==> src/rtl/rgb_led_scheduler_pkg.sv <==
// led_pkg: display modes, RGB channel offsets and one-hot mode indicator encodings
package led_pkg;
  typedef enum logic [1:0] {OFF, STATIC, BREATHE, CHASE} mode_e;
  localparam int R_OFS = 0;
  localparam int G_OFS = 1;
  localparam int B_OFS = 2;
  localparam int NUM_RGB = 4;
  localparam logic [3:0] LED_OFF = 4'b0001;
  localparam logic [3:0] LED_STATIC = 4'b0010;
  localparam logic [3:0] LED_BREATHE = 4'b0100;
  localparam logic [3:0] LED_CHASE = 4'b1000;
  function automatic logic [3:0] mode_led(mode_e m);
    return m == OFF ? LED_OFF : m == STATIC ? LED_STATIC : m == BREATHE ? LED_BREATHE : LED_CHASE;
  endfunction
endpackage

==> src/rtl/rgb_led_scheduler_tick_gen.sv <==
// tick_gen: animation tick (sclk, resetn, clr restarts, slow passes every 4th tick) -> tick pulse
module tick_gen #(
  parameter int TICK_DIV = 390625
) (
  input  logic sclk,
  input  logic resetn,
  input  logic clr,
  input  logic slow,
  output logic tick
);
  localparam int W = $clog2(TICK_DIV);
  logic [W-1:0] pre_q;
  logic [1:0] sub_q;
  logic raw;
  assign raw = pre_q == W'(TICK_DIV - 1);
  assign tick = raw & (~slow | sub_q == 2'd3);
  always_ff @(posedge sclk or negedge resetn) begin
    if (!resetn) begin
      pre_q <= '0;
      sub_q <= '0;
    end else if (clr) begin
      pre_q <= '0;
      sub_q <= '0;
    end else begin
      pre_q <= raw ? '0 : pre_q + W'(1);
      sub_q <= raw ? sub_q + 2'd1 : sub_q;
    end
  end
endmodule

==> src/rtl/rgb_led_scheduler.sv <==
// rgb_led_scheduler: button-driven mode/brightness control and shared-counter PWM (sclk, resetn, sw, btn -> led one-hot, rgb_out 12 channels)
module rgb_led_scheduler
  import led_pkg::*;
#(
  parameter int PWM_BITS = 8,
  parameter int TICK_DIV = 390625,
  parameter int BRIGHT_STEP = 32,
  parameter int BRIGHT_RST = 128
) (
  input  logic                   sclk,
  input  logic                   resetn,
  input  logic [3:0]             sw,
  input  logic [3:0]             btn,
  output logic [3:0]             led,
  output logic [3*NUM_RGB-1:0]   rgb_out
);
  mode_e mode_q, mode_d;
  logic [3:0] btn_q, press;
  logic [PWM_BITS-1:0] bright_q, bright_d, pwm_q, level_q, breathe_duty;
  logic [PWM_BITS:0] up_sum, dn_diff;
  logic [2*PWM_BITS-1:0] prod;
  logic [PWM_BITS-1:0] led_duty [NUM_RGB];
  logic [3*NUM_RGB-1:0] rgb_d;
  logic [1:0] pos_q;
  logic dir_q, nxt, prv, chg, tick;
  assign press = btn & ~btn_q;
  assign nxt = press[0] & ~press[1];
  assign prv = press[1] & ~press[0];
  assign chg = nxt | prv;
  assign mode_d = nxt ? mode_e'(mode_q + 2'd1) : prv ? mode_e'(mode_q - 2'd1) : mode_q;
  assign up_sum = {1'b0, bright_q} + (PWM_BITS+1)'(BRIGHT_STEP);
  // both operands are below 2^PWM_BITS, so the top bit of the difference is the borrow
  assign dn_diff = {1'b0, bright_q} - (PWM_BITS+1)'(BRIGHT_STEP);
  assign bright_d = (press[2] & ~press[3]) ? (up_sum[PWM_BITS] ? '1 : up_sum[PWM_BITS-1:0]) :
                    (press[3] & ~press[2]) ? (dn_diff[PWM_BITS] ? '0 : dn_diff[PWM_BITS-1:0]) : bright_q;
  assign prod = (2*PWM_BITS)'(level_q) * (2*PWM_BITS)'(bright_q);
  assign breathe_duty = prod[2*PWM_BITS-1:PWM_BITS];
  tick_gen #(.TICK_DIV(TICK_DIV)) u_tick (
    .sclk(sclk), .resetn(resetn), .clr(chg), .slow(sw[3]), .tick(tick)
  );
  always_comb begin
    rgb_d = '0;
    for (int i = 0; i < NUM_RGB; i++) begin
      led_duty[i] = mode_q == STATIC ? bright_q : mode_q == BREATHE ? breathe_duty :
                    (mode_q == CHASE && pos_q == 2'(i)) ? bright_q : '0;
      rgb_d[3*i+R_OFS] = sw[0] & (pwm_q < led_duty[i]);
      rgb_d[3*i+G_OFS] = sw[1] & (pwm_q < led_duty[i]);
      rgb_d[3*i+B_OFS] = sw[2] & (pwm_q < led_duty[i]);
    end
  end
  always_ff @(posedge sclk or negedge resetn) begin
    if (!resetn) begin
      mode_q <= OFF;
      led <= LED_OFF;
      btn_q <= 4'b1111;
      bright_q <= PWM_BITS'(BRIGHT_RST);
      pwm_q <= '0;
      level_q <= '0;
      dir_q <= 1'b0;
      pos_q <= '0;
      rgb_out <= '0;
    end else begin
      btn_q <= btn;
      mode_q <= mode_d;
      led <= mode_led(mode_d);
      bright_q <= bright_d;
      pwm_q <= pwm_q + PWM_BITS'(1);
      rgb_out <= rgb_d;
      if (chg) begin
        level_q <= '0;
        dir_q <= 1'b0;
        pos_q <= '0;
      end else if (tick) begin
        // dir_q = 1 means counting down; the endpoints bounce so 255 is followed by 254
        if (mode_q == BREATHE) begin
          level_q <= dir_q ? (level_q == '0 ? PWM_BITS'(1) : level_q - PWM_BITS'(1)) :
                             (level_q == '1 ? level_q - PWM_BITS'(1) : level_q + PWM_BITS'(1));
          dir_q <= dir_q ? (level_q != '0) : (level_q == '1);
        end
        if (mode_q == CHASE) pos_q <= pos_q + 2'd1;
      end
    end
  end
endmodule

==> config.mk <==
export PLATFORM = sky130hd
export DESIGN_NAME = rgb_led_scheduler
export DESIGN_NICKNAME = d
export VERILOG_FILES = /design/src/rtl/rgb_led_scheduler_pkg.sv /design/src/rtl/rgb_led_scheduler_tick_gen.sv /design/src/rtl/rgb_led_scheduler.sv
export SDC_FILE = /design/constraint.sdc
export NUM_CORES = 1
export LEC_CHECK = 0
export CAP_MARGIN = 20
export CORE_MARGIN = 2
export CORE_UTILIZATION = 55
export DETAILED_ROUTE_END_ITERATION = 16
export GPL_ROUTABILITY_DRIVEN = 0
export PLACE_DENSITY = 0.83
export SETUP_SLACK_MARGIN = 0.05
export SLEW_MARGIN = 10
export SYNTH_ARGS = -nofsm -noshare
export SYNTH_HDL_FRONTEND = slang
export SYNTH_SLANG_ARGS = --single-unit
export TNS_END_PERCENT = 20
==> constraint.sdc <==
create_clock -name sclk -period 11.2 [get_ports sclk]
set_input_delay 2.24 -clock sclk [delete_from_list [all_inputs] [get_ports sclk]]
set_output_delay 2.24 -clock sclk [all_outputs]
set_load 0.02 [all_outputs]
; ---- Word level (Yosys, flattened, before mapping)
; Index checks and enable logic that the tools add are counted.
[totals]
register_bits = 70
latch_bits = 0
ram_bits = 0
romBits = 0
input_bits = 10
out_inout_bits = 16
elab_cells = 116
memories = 0
[classes]
n_addsub = 10
mul = 1
div = 0
order_cmp = 4
eq_ne = 11
shift = 0
muxes = 38
n_bitwise = 26
reduce_logical = 15
[op_table]
columns = op, n
row1 = 8-bit two-way mux, 22
row2 = 19-bit two-way mux, 2
row3 = 8-bit less-than comparator, 4
row4 = 19-bit by 1-bit adder with 19-bit output (second input constant), 1
row5 = 19-bit equality test (second input constant), 1
row6 = 1-bit bitwise AND, 17
row7 = 8-bit by 1-bit adder with 8-bit output (second input constant), 2
row8 = 8-bit by 8-bit multiplier with 16-bit output, 1
row9 = 2-bit two-way mux, 7
row10 = 2-bit equality test (second input constant), 6
row11 = 4-bit two-way mux, 3
row12 = 2-bit nonzero test, 5
row13 = 8-bit by 6-bit adder with 9-bit output (second input constant), 1
row14 = 8-bit by 6-bit subtractor with 9-bit output (second input constant), 1
row15 = 8-bit equality test (second input constant), 1
row16 = 8-bit zero test, 1
row17 = 8-bit nonzero test, 1
row18 = 8-bit by 1-bit subtractor with 8-bit output (second input constant), 1
row19 = 2-bit by 1-bit adder with 2-bit output (second input constant), 3
row20 = 2-bit by 1-bit equality test with 1-bit output (second input constant), 3
row21 = 1-bit NOT, 5
row22 = 4-bit bitwise AND, 1
row23 = 1-bit logical AND, 4
row24 = 2-bit zero test, 2
row25 = other kinds (5), 10

; ---- Longest topological paths before layout
; Gate-level depths: netlist (run 1).
[logic_depth]
depth_word = 10
mapped_depth = 24
depth_no_buf = 22

; ---- Modules after synthesis
; A second synthesis (run 1) with hierarchy kept.
[hier_totals]
cells_unflattened = 701
hier_area_um2 = 6281.0
[by_module_without_submodules]
columns = mod, instances, cells_each, area_per_inst_um2, seq_area_each_um2
row1 = rgb_led_scheduler, 1, 584, 5153.7, 1133.6
row2 = tick_gen, 1, 117, 1127.3, 525.5

; ---- Worst setup path before layout (run 1)
; No wires, ideal clock.
[synth_timing]
path_kind = register to register
from = register bright_q[7]
to = register rgb_out[0]
setup_ps = 65
t_arrival_ps = 5840
required_ps = 11135
setup_slack_ps = 5295
stages_incl_launch_ff = 21
n_path_buf = 2
period_less_slack_ps = 5905
path_cell_list = dfstp_2 > clkbuf_1 > clkbuf_1 > nand2_1 > fa_1 > fa_1 > inv_1 > fa_1 > inv_1 > fa_1 > inv_1 > ha_1 > o211ai_1 > nand2_1 > o221ai_1 > mux2_2 > nor2_1 > ha_1 > a2111o_1 > or3_1 > a2bb2o_1
[synth_between]
elab_chain_cells = 5
elab_cells_between_ends = 6
cone_classes = mul: 1 / order compare: 1 / mux: 3 / bitwise: 1
[synth_rtl]
columns = element, line
row1 = start: declaration, rgb_led_scheduler.sv:19  ; logic [PWM_BITS-1:0] bright_q, bright_d, pwm_q, level_q, breathe_duty;
row2 = start signal: assignment, rgb_led_scheduler.sv:56  ; bright_q <= PWM_BITS'(BRIGHT_RST);
row3 = start signal: assignment, rgb_led_scheduler.sv:66  ; bright_q <= bright_d;
row4 = 8-bit by 8-bit multiplier with 16-bit output / 8-bit two-way mux (equally long branches), "rgb_led_scheduler.sv:36, rgb_led_scheduler.sv:45"
row5 = 8-bit two-way mux, rgb_led_scheduler.sv:44  ; led_duty[i] = mode_q == STATIC ? bright_q : mode_q == BREATHE ? breathe_duty :
row6 = 8-bit two-way mux (*), rgb_led_scheduler.sv:44
row7 = 8-bit less-than comparator (*), rgb_led_scheduler.sv:46  ; rgb_d[3*i+R_OFS] = sw[0] & (pwm_q < led_duty[i]);
row8 = 1-bit bitwise AND (*), rgb_led_scheduler.sv:46
row9 = named net rgb_d[0], rgb_led_scheduler.sv:23  ; logic [3*NUM_RGB-1:0] rgb_d;
row10 = end signal: assignment, rgb_led_scheduler.sv:68  ; rgb_out <= rgb_d;
row11 = end: declaration, rgb_led_scheduler.sv:15  ; output logic [3*NUM_RGB-1:0] rgb_out
; The timed path passes the listed nets; every way through them passes the cells marked *.
; A chain may end at the register's enable or synchronous reset.

; ---- Worst setup path in the final report (run 1)
[layout_timing]
from = register bright_q[3]
to = register rgb_out[9]
; The elaborated chain is that of the path after synthesis.

==> out/qor.yml, run 1 <==
synth:
  synth-warning-count: 0
  synth-async-reset-ratio: 1.000
  synth.distinct_cells: 66
  avgSynthCellArea_um2: 9.115
  synth_edf_count: 0
  syn-num-nets: 800
  ys_seq_elements: 66
  synth_area_um2: 6171
  netlist_instances: 677
  synthFlopType: "dfrtp_1"
  yosysTopAreaCellShare: 0.2433
  yosysTopAreaCell: "dfrtp_1"
  ys_seq_area_frac: 0.2689
  yosys-top-cells-area: "dfrtp_1, ha_1, fa_1"
job:
  maxCapViolations: 0
run_status:
  run_status: "finished clean"
clock_tree:
  clock_sinks: 66
  cts_root_buffer: "clkbuf_8"
  cts_setup_buffers: 0
  clk_pin_slew_worst_paths_ps: 80
  clk_path_buf_depth: 2
  htreeDepth: 3
  cts_buffers: 9
  cts_tree: "built"
  clock_latency_ps: 360
  ctsHoldBuffers: 0
  cts_resized: 0
sta:
  setup_tns_ps: 0
  fmax_mhz: 160.5
  max-slew-margin-rel: 0.4495
  drv_slew: 0
  period_needed_ps: 6231
  worst_pin_slew_ps: 820.3
  rsz0062_at_grt: "no"
  fin_crit_sh: 0.5563
  finalHoldViolCount: 0
  finalSetupViolCount: 0
  finClkSkew_ps: 10.54
drt:
  vias: 4924
  post-route-drc-count: 0
  routed_via_density: 5.883
  ant_nets: 0
  wire_per_inst_um: 15.65
  finalWirelength_um: 13100
  dr.pass1.iters: 5
  drt_iter0_drc: 245
critical_path:
  required_ps: 11470
  crit_path_max_fanout: 26
  reg2reg_depth: 20
  slowest_stage: "dfrtp_1"
  max_stage_delay_ps: 830
  startpoint: "bright_q[3]"
  reg2reg_to: "rgb_out[9]"
  cp-start-kind: "flip-flop"
  cp_cell_sequence: "nand2_1 -> fa_1 -> inv_1 -> fa_1 -> inv_1 -> fa_1 -> fa_1 -> inv_1 -> ha_1 -> nor3_1 -> nand2_1 -> o21ai_0 -> mux2i_1 -> nor2_1 -> ha_1 -> o21a_1 -> o21ai_0 -> a21oi_1 -> nor3b_1 -> o2bb2ai_1"
  r2r-start: "bright_q[3]"
  critPathCaptureType: "flip-flop"
  cpMostUsedCell: "fa_1"
  cp.arrival_ps: 6500
  path_class: "reg2reg"
  reg2reg_slack_ps: 4970
min_path:
  hold_start: "u_tick.pre_q[0]"
  min_path_type: "reg2reg"
  min_path_cells: 1
  min_to: "u_tick.pre_q[0]"
floorplan:
  rows: 38
  core-area_um2: 10890
  initial_core_util: 0.5668
  io-pin-count: 26
  dieArea_um2: 12080
  die_w_um: 109.9
  dieHeight_um: 109.9
final_layout:
  area_delta_synth_final_pct: 8.536
  antenna_cells: 0
  nNetsFinal: 815
  drive_gt1_frac: 0.05739
  final_cell_count_no_fill: 837
pwr:
  p_leak_nw: 3.291
  p_per_area_nw_per_um2: 126.6
  peakVddDrop_v: 0.0001492
global_routing:
  antenna_found_initial: 0
  grt_pass1_wl_um: 23050
  track_usage: 0.2431
  overflow: 0
  first_global_vias: 5005
  grt_max_degree: 67
place:
  io_buffer_count: 25
  post-place-cells: 821
  post-dp-hpwl_um: 10150
==> critical path, delay by kind of cell (launching register included) <==
family | cells | cell delay [ps]
DFF | 1 | 830
muxes | 1 | 460
and+or+nand+nor | 5 | 1320
adders and majority gates | 6 | 2620
buffers and inverters | 3 | 150
AOI/OAI and AO/OA | 5 | 760
==> cell usage after synthesis (2+ instances only) <==
library cell,n
nor2_1,59
o2bb2ai_1,5
a21oi_1,22
or4_1,5
dfstp_2,6
or3_1,2
and4_4,2
nand4_1,14
nor4_1,3
o31ai_1,2
xnor2_1,14
nor3b_1,3
and3_1,9
nand3b_1,3
buf_2,3
a21o_1,8
mux2_2,4
a31oi_1,13
mux2i_1,7
o21ai_0,17
o21a_1,4
a2111o_1,4
xor2_1,17
fa_1,32
o221ai_1,2
nand2b_1,11
a211oi_1,10
and3_2,2
ha_1,81
nor3_1,11
nor2b_1,10
o211ai_1,6
inv_1,73
and4_1,2
dfrtp_1,60
nand3_1,25
nand2_1,46
clkbuf_1,19
a22o_1,7
or2_2,2
and2_1,27
==> report_power, final <==
part / switching (W) / internal [W] / leakage, nW
logic: 0.000191 / 0.000140 / 2.34
registers: 0.0000457 / 0.000278 / 0.863
clock network: 0.000100 / 0.0000931 / 0.0919
total: 0.000337 / 0.000511 / 3.29
==> cell families (layout without fill, tap and decap cells) <==
logic type | count (synthesis) | after routing | synth area share
simple gates | 244 | 244 | 0.2084
compound gates | 116 | 116 | 0.1318
flops | 66 | 66 | 0.2689
buf+inv | 96 | 116 | 0.06022
fa+ha+maj | 113 | 113 | 0.2680
mux | 11 | 11 | 0.01865
xor+xnor | 31 | 31 | 0.04400
==> stage by stage <==
| step | hold WS [ps] | instance area [µm²] | total power, W | util | setup WS, ps |
|---|---|---|---|---|---|
| floorplan | 451.6 | 6171 | 0.0005383 | - | 5295 |
| global placement | 496.6 | 6501 | 0.0006339 | 0.5971 | 5288 |
| detailed placement | 505.6 | 6509 | 0.0006512 | 0.5978 | 5095 |
| CTS | 511.7 | 6698 | 0.0008465 | 0.6151 | 5047 |
| global route | 536.1 | 6698 | 0.0009022 | 0.6151 | 4538 |
| finish | 510.6 | 6698 | 0.0008478 | 0.6151 | 4969 |
==> registers in the layout, indices dropped and copies added, names as in the netlist <==
| register | flops |
|---|---|
| level_q | 8 |
| mode_q | 2 |
| u_tick.sub_q | 2 |
| u_tick.pre_q | 19 |
| rgb_out | 12 |
| led | 4 |
| bright_q | 4 |
| dir_q | 1 |
| btn_q | 4 |
| pos_q | 2 |
| pwm_q | 8 |
==> routing by layer <==
layer  vias to the layer above  GRT usage  share of wire
met3                        26    0.04209          0.049
met4                         0    0.08409          0.021
met5                         -          0              0
li1                       2385          -              -
met1                      2382     0.3189           0.44
met2                       131     0.4049           0.49
==> worst max path at each step <==
stage,end,slack [ps]
2_1_floorplan,rgb_out[0],5290
3_3_place_gp,rgb_out[6],5290
3_5_place_dp,rgb_out[0],5100
4_1_cts,rgb_out[0],5050
5_1_grt,rgb_out[0],4540
6_report,rgb_out[9],4970
==> cell usage in the layout, fill, tap and decap left out, types with 7 or more instances in the layout <==
| master | netlist | routed |
|---|---|---|
| a21o_1 | 8 | 8 |
| nand2_1 | 46 | 46 |
| a31oi_1 | 13 | 13 |
| inv_1 | 73 | 73 |
| nand3_1 | 25 | 25 |
| a21oi_1 | 22 | 22 |
| o21ai_0 | 17 | 17 |
| xor2_1 | 17 | 17 |
| clkbuf_8 | 0 | 11 |
| and3_1 | 9 | 9 |
| ha_1 | 81 | 81 |
| nand4_1 | 14 | 14 |
| nor3_1 | 11 | 11 |
| a211oi_1 | 10 | 10 |
| a22o_1 | 7 | 7 |
| fa_1 | 32 | 32 |
| nor2_1 | 59 | 59 |
| dfrtp_1 | 60 | 60 |
| clkdlybuf4s50_1 | 0 | 24 |
| and2_1 | 27 | 27 |
| mux2i_1 | 7 | 7 |
| xnor2_1 | 14 | 14 |
| nor2b_1 | 10 | 10 |
| nand2b_1 | 11 | 11 |
==> cell type report <==
type	instances	area [µm²]
fill	922	4190
multi-input combinational	515	4140
sequential	66	1659
inverter	73	274.0
timing repair buffer	27	260.3
tap	140	175.2
clock buffer	11	151.4
clock inverter	5	37.54
No activity file was read; power rests on OpenSTA's default activity.
==> run 2, diff against run 1 <==
PLACE_DENSITY = 0.86   (was 0.83)
clock period = 5.15 ns   (was 11.2 ns; I/O delays follow)
==> run 2 against run 1 <==
Net effect: the run now ends with negative setup slack left; utilization up 11 points; clock skew up 12 ps; final cell count up 9.0%; maximum frequency up 13%; highest routed layer unchanged; total power rose to 2.7 times the previous value; critical path type unchanged.
==> out/qor.yml, run 2 (same netlist as run 1, synthesis figures left out) <==
final_layout:
  final_util: 0.7219
  area_delta_synth_final_pct: 27.37
  largest_reg_flops: 19
  drive_gt1_frac: 0.2409
  largestRegisters: "u_tick.pre_q: 19 flops, rgb_out: 12 flops"
  antenna_cells: 0
  finalInstanceArea_um2: 7860
  regMostFlops: "u_tick.pre_q"
  nNetsFinal: 890
  mostFrequentLayoutCells: "ha_1, buf_4, inv_1, dfrtp_1, nor2_1"
  final_common_cell: "ha_1"
  nFillCells: 665
sta:
  finalSetupViolCount: 12
  finalHoldViolCount: 0
  fmax_mhz: 180.8
  period_needed_ps: 5530
  drv_slew: 0
  setup_ws_ps: -379.6
  fin_hold_ws_ps: 524.4
  worst_pin_slew_ps: 861.7
  rsz0062_at_grt: "yes"
  max-slew-margin-rel: 0.4255
  fin_crit_sh: 1.074
  finClkSkew_ps: 22.55
drt:
  vias: 5809
  wire_per_inst_um: 20.54
  post-route-drc-count: 0
  dr.pass1.iters: 10
  routed_via_density: 6.370
  finalWirelength_um: 18740
  ant_nets: 0
  drt_iter0_drc: 649
critical_path:
  required_ps: 5470
  cp_cell_sequence: "buf_4 -> nand2_1 -> fa_1 -> inv_1 -> fa_1 -> fa_1 -> ha_1 -> ha_1 -> a21o_1 -> a31oi_4 -> nand3b_1 -> a31oi_2 -> a211oi_2 -> ha_1 -> a21oi_1 -> o21ai_1 -> or3_4 -> a2bb2o_4"
  path_class: "reg2reg"
  critPathCaptureType: "flip-flop"
  crit_path_max_fanout: 5
  max_stage_delay_ps: 580
  cp-start-kind: "flip-flop"
  cp.arrival_ps: 5850
  slowest_stage: "dfstp_2"
floorplan:
  rows: 38
  dieHeight_um: 109.9
  initial_core_util: 0.5668
  dieArea_um2: 12080
  io-pin-count: 26
  die_w_um: 109.9
  core-area_um2: 10890
job:
  maxCapViolations: 0
global_routing:
  overflow: 0
  grt_pass1_wl_um: 26290
  track_usage: 0.2777
  antenna_found_initial: 0
  grt_max_degree: 67
  first_global_vias: 5807
clock_tree:
  cts_root_buffer: "clkbuf_8"
  clk_path_buf_depth: 2
  htreeDepth: 3
  clock_sinks: 66
  cts_buffers: 9
  cts_tree: "built"
  clock_latency_ps: 370
  clk_pin_slew_worst_paths_ps: 90
run_status:
  run_status: "finished with violations"
  violations: "negative setup slack"
place:
  post-dp-hpwl_um: 11320
  dpl_worst_slack_ps: -390.6
  io_buffer_count: 25
  dpl-instance-area_um2: 7086
pwr:
  peakVddDrop_v: 0.0002786
  p_per_area_nw_per_um2: 288.1
  p_leak_nw: 3.807
  p_total_w: 0.002264
min_path:
  min_path_type: "reg2reg"
[run 2: metrics by stage]
stage               std cells  setup TNS, ps
finish                    912          -3680
global route              912          -5810
CTS                       903          -1568
detailed placement        880          -3343
global placement          879          -1059
floorplan                 677         -159.1
[run 2: path summary, 6_finish.rpt]
path / from / to / slack (ps) / cells past startpoint
worst max-delay path: bright_q[7] / rgb_out[0] / -380 / 18
worst min-delay path: u_tick.pre_q[0] / u_tick.pre_q[0] / 520 / 1
worst max register to register: bright_q[7] / rgb_out[0] / -380 / 18
worst min register to register: u_tick.pre_q[0] / u_tick.pre_q[0] / 520 / 1
max in group asynchronous: resetn / level_q[2] / 3670 / 2
min in group asynchronous: resetn / pwm_q[1] / 850 / 2
[run 2: where the power goes]
group          total, W  switching [W]  internal (W)
combinational   0.00105       0.000601      0.000445
clock          0.000558       0.000232      0.000326
sequential     0.000660      0.0000543      0.000606
[run 2: area by class of cell]
cell class,instances,area [µm²],area share
clock buffer,9,123.9,0.01576
clock inverter,7,125.1,0.01592
inverter,73,276.5,0.03518
multi-input combinational,515,4636,0.5898
sequential,66,1665,0.2119
tap,140,175.2,0.02229
timing repair buffer,102,858.3,0.1092
[run 2: critical path: cells and delay by family (launching register included)]
family | cells | cell delay (ps)
buffers and inverters | 2 | 180
AOI/OAI and AO/OA | 7 | 1410
adders and majority gates | 6 | 2580
DFF | 1 | 580
and+or+nand+nor | 3 | 750
[run 2: repair_timing]
item                                    4_1_cts  5_1_grt
gates cloned                                  0        0
hold buffers                                  0        0
buffers inserted                              7        9
endpoints found under the setup margin       12       12
resized for setup                            30       54
pin swaps                                    18       25
[run 2: per-layer routing]
metal  wire [µm]  GRT usage  vias to the layer above
met1        6749     0.3245                     2756
met2        9092     0.4895                      359
li1            -          -                     2548
met4        1441     0.1139                        0
met5           0          0                        -
met3        1454    0.06165                      146
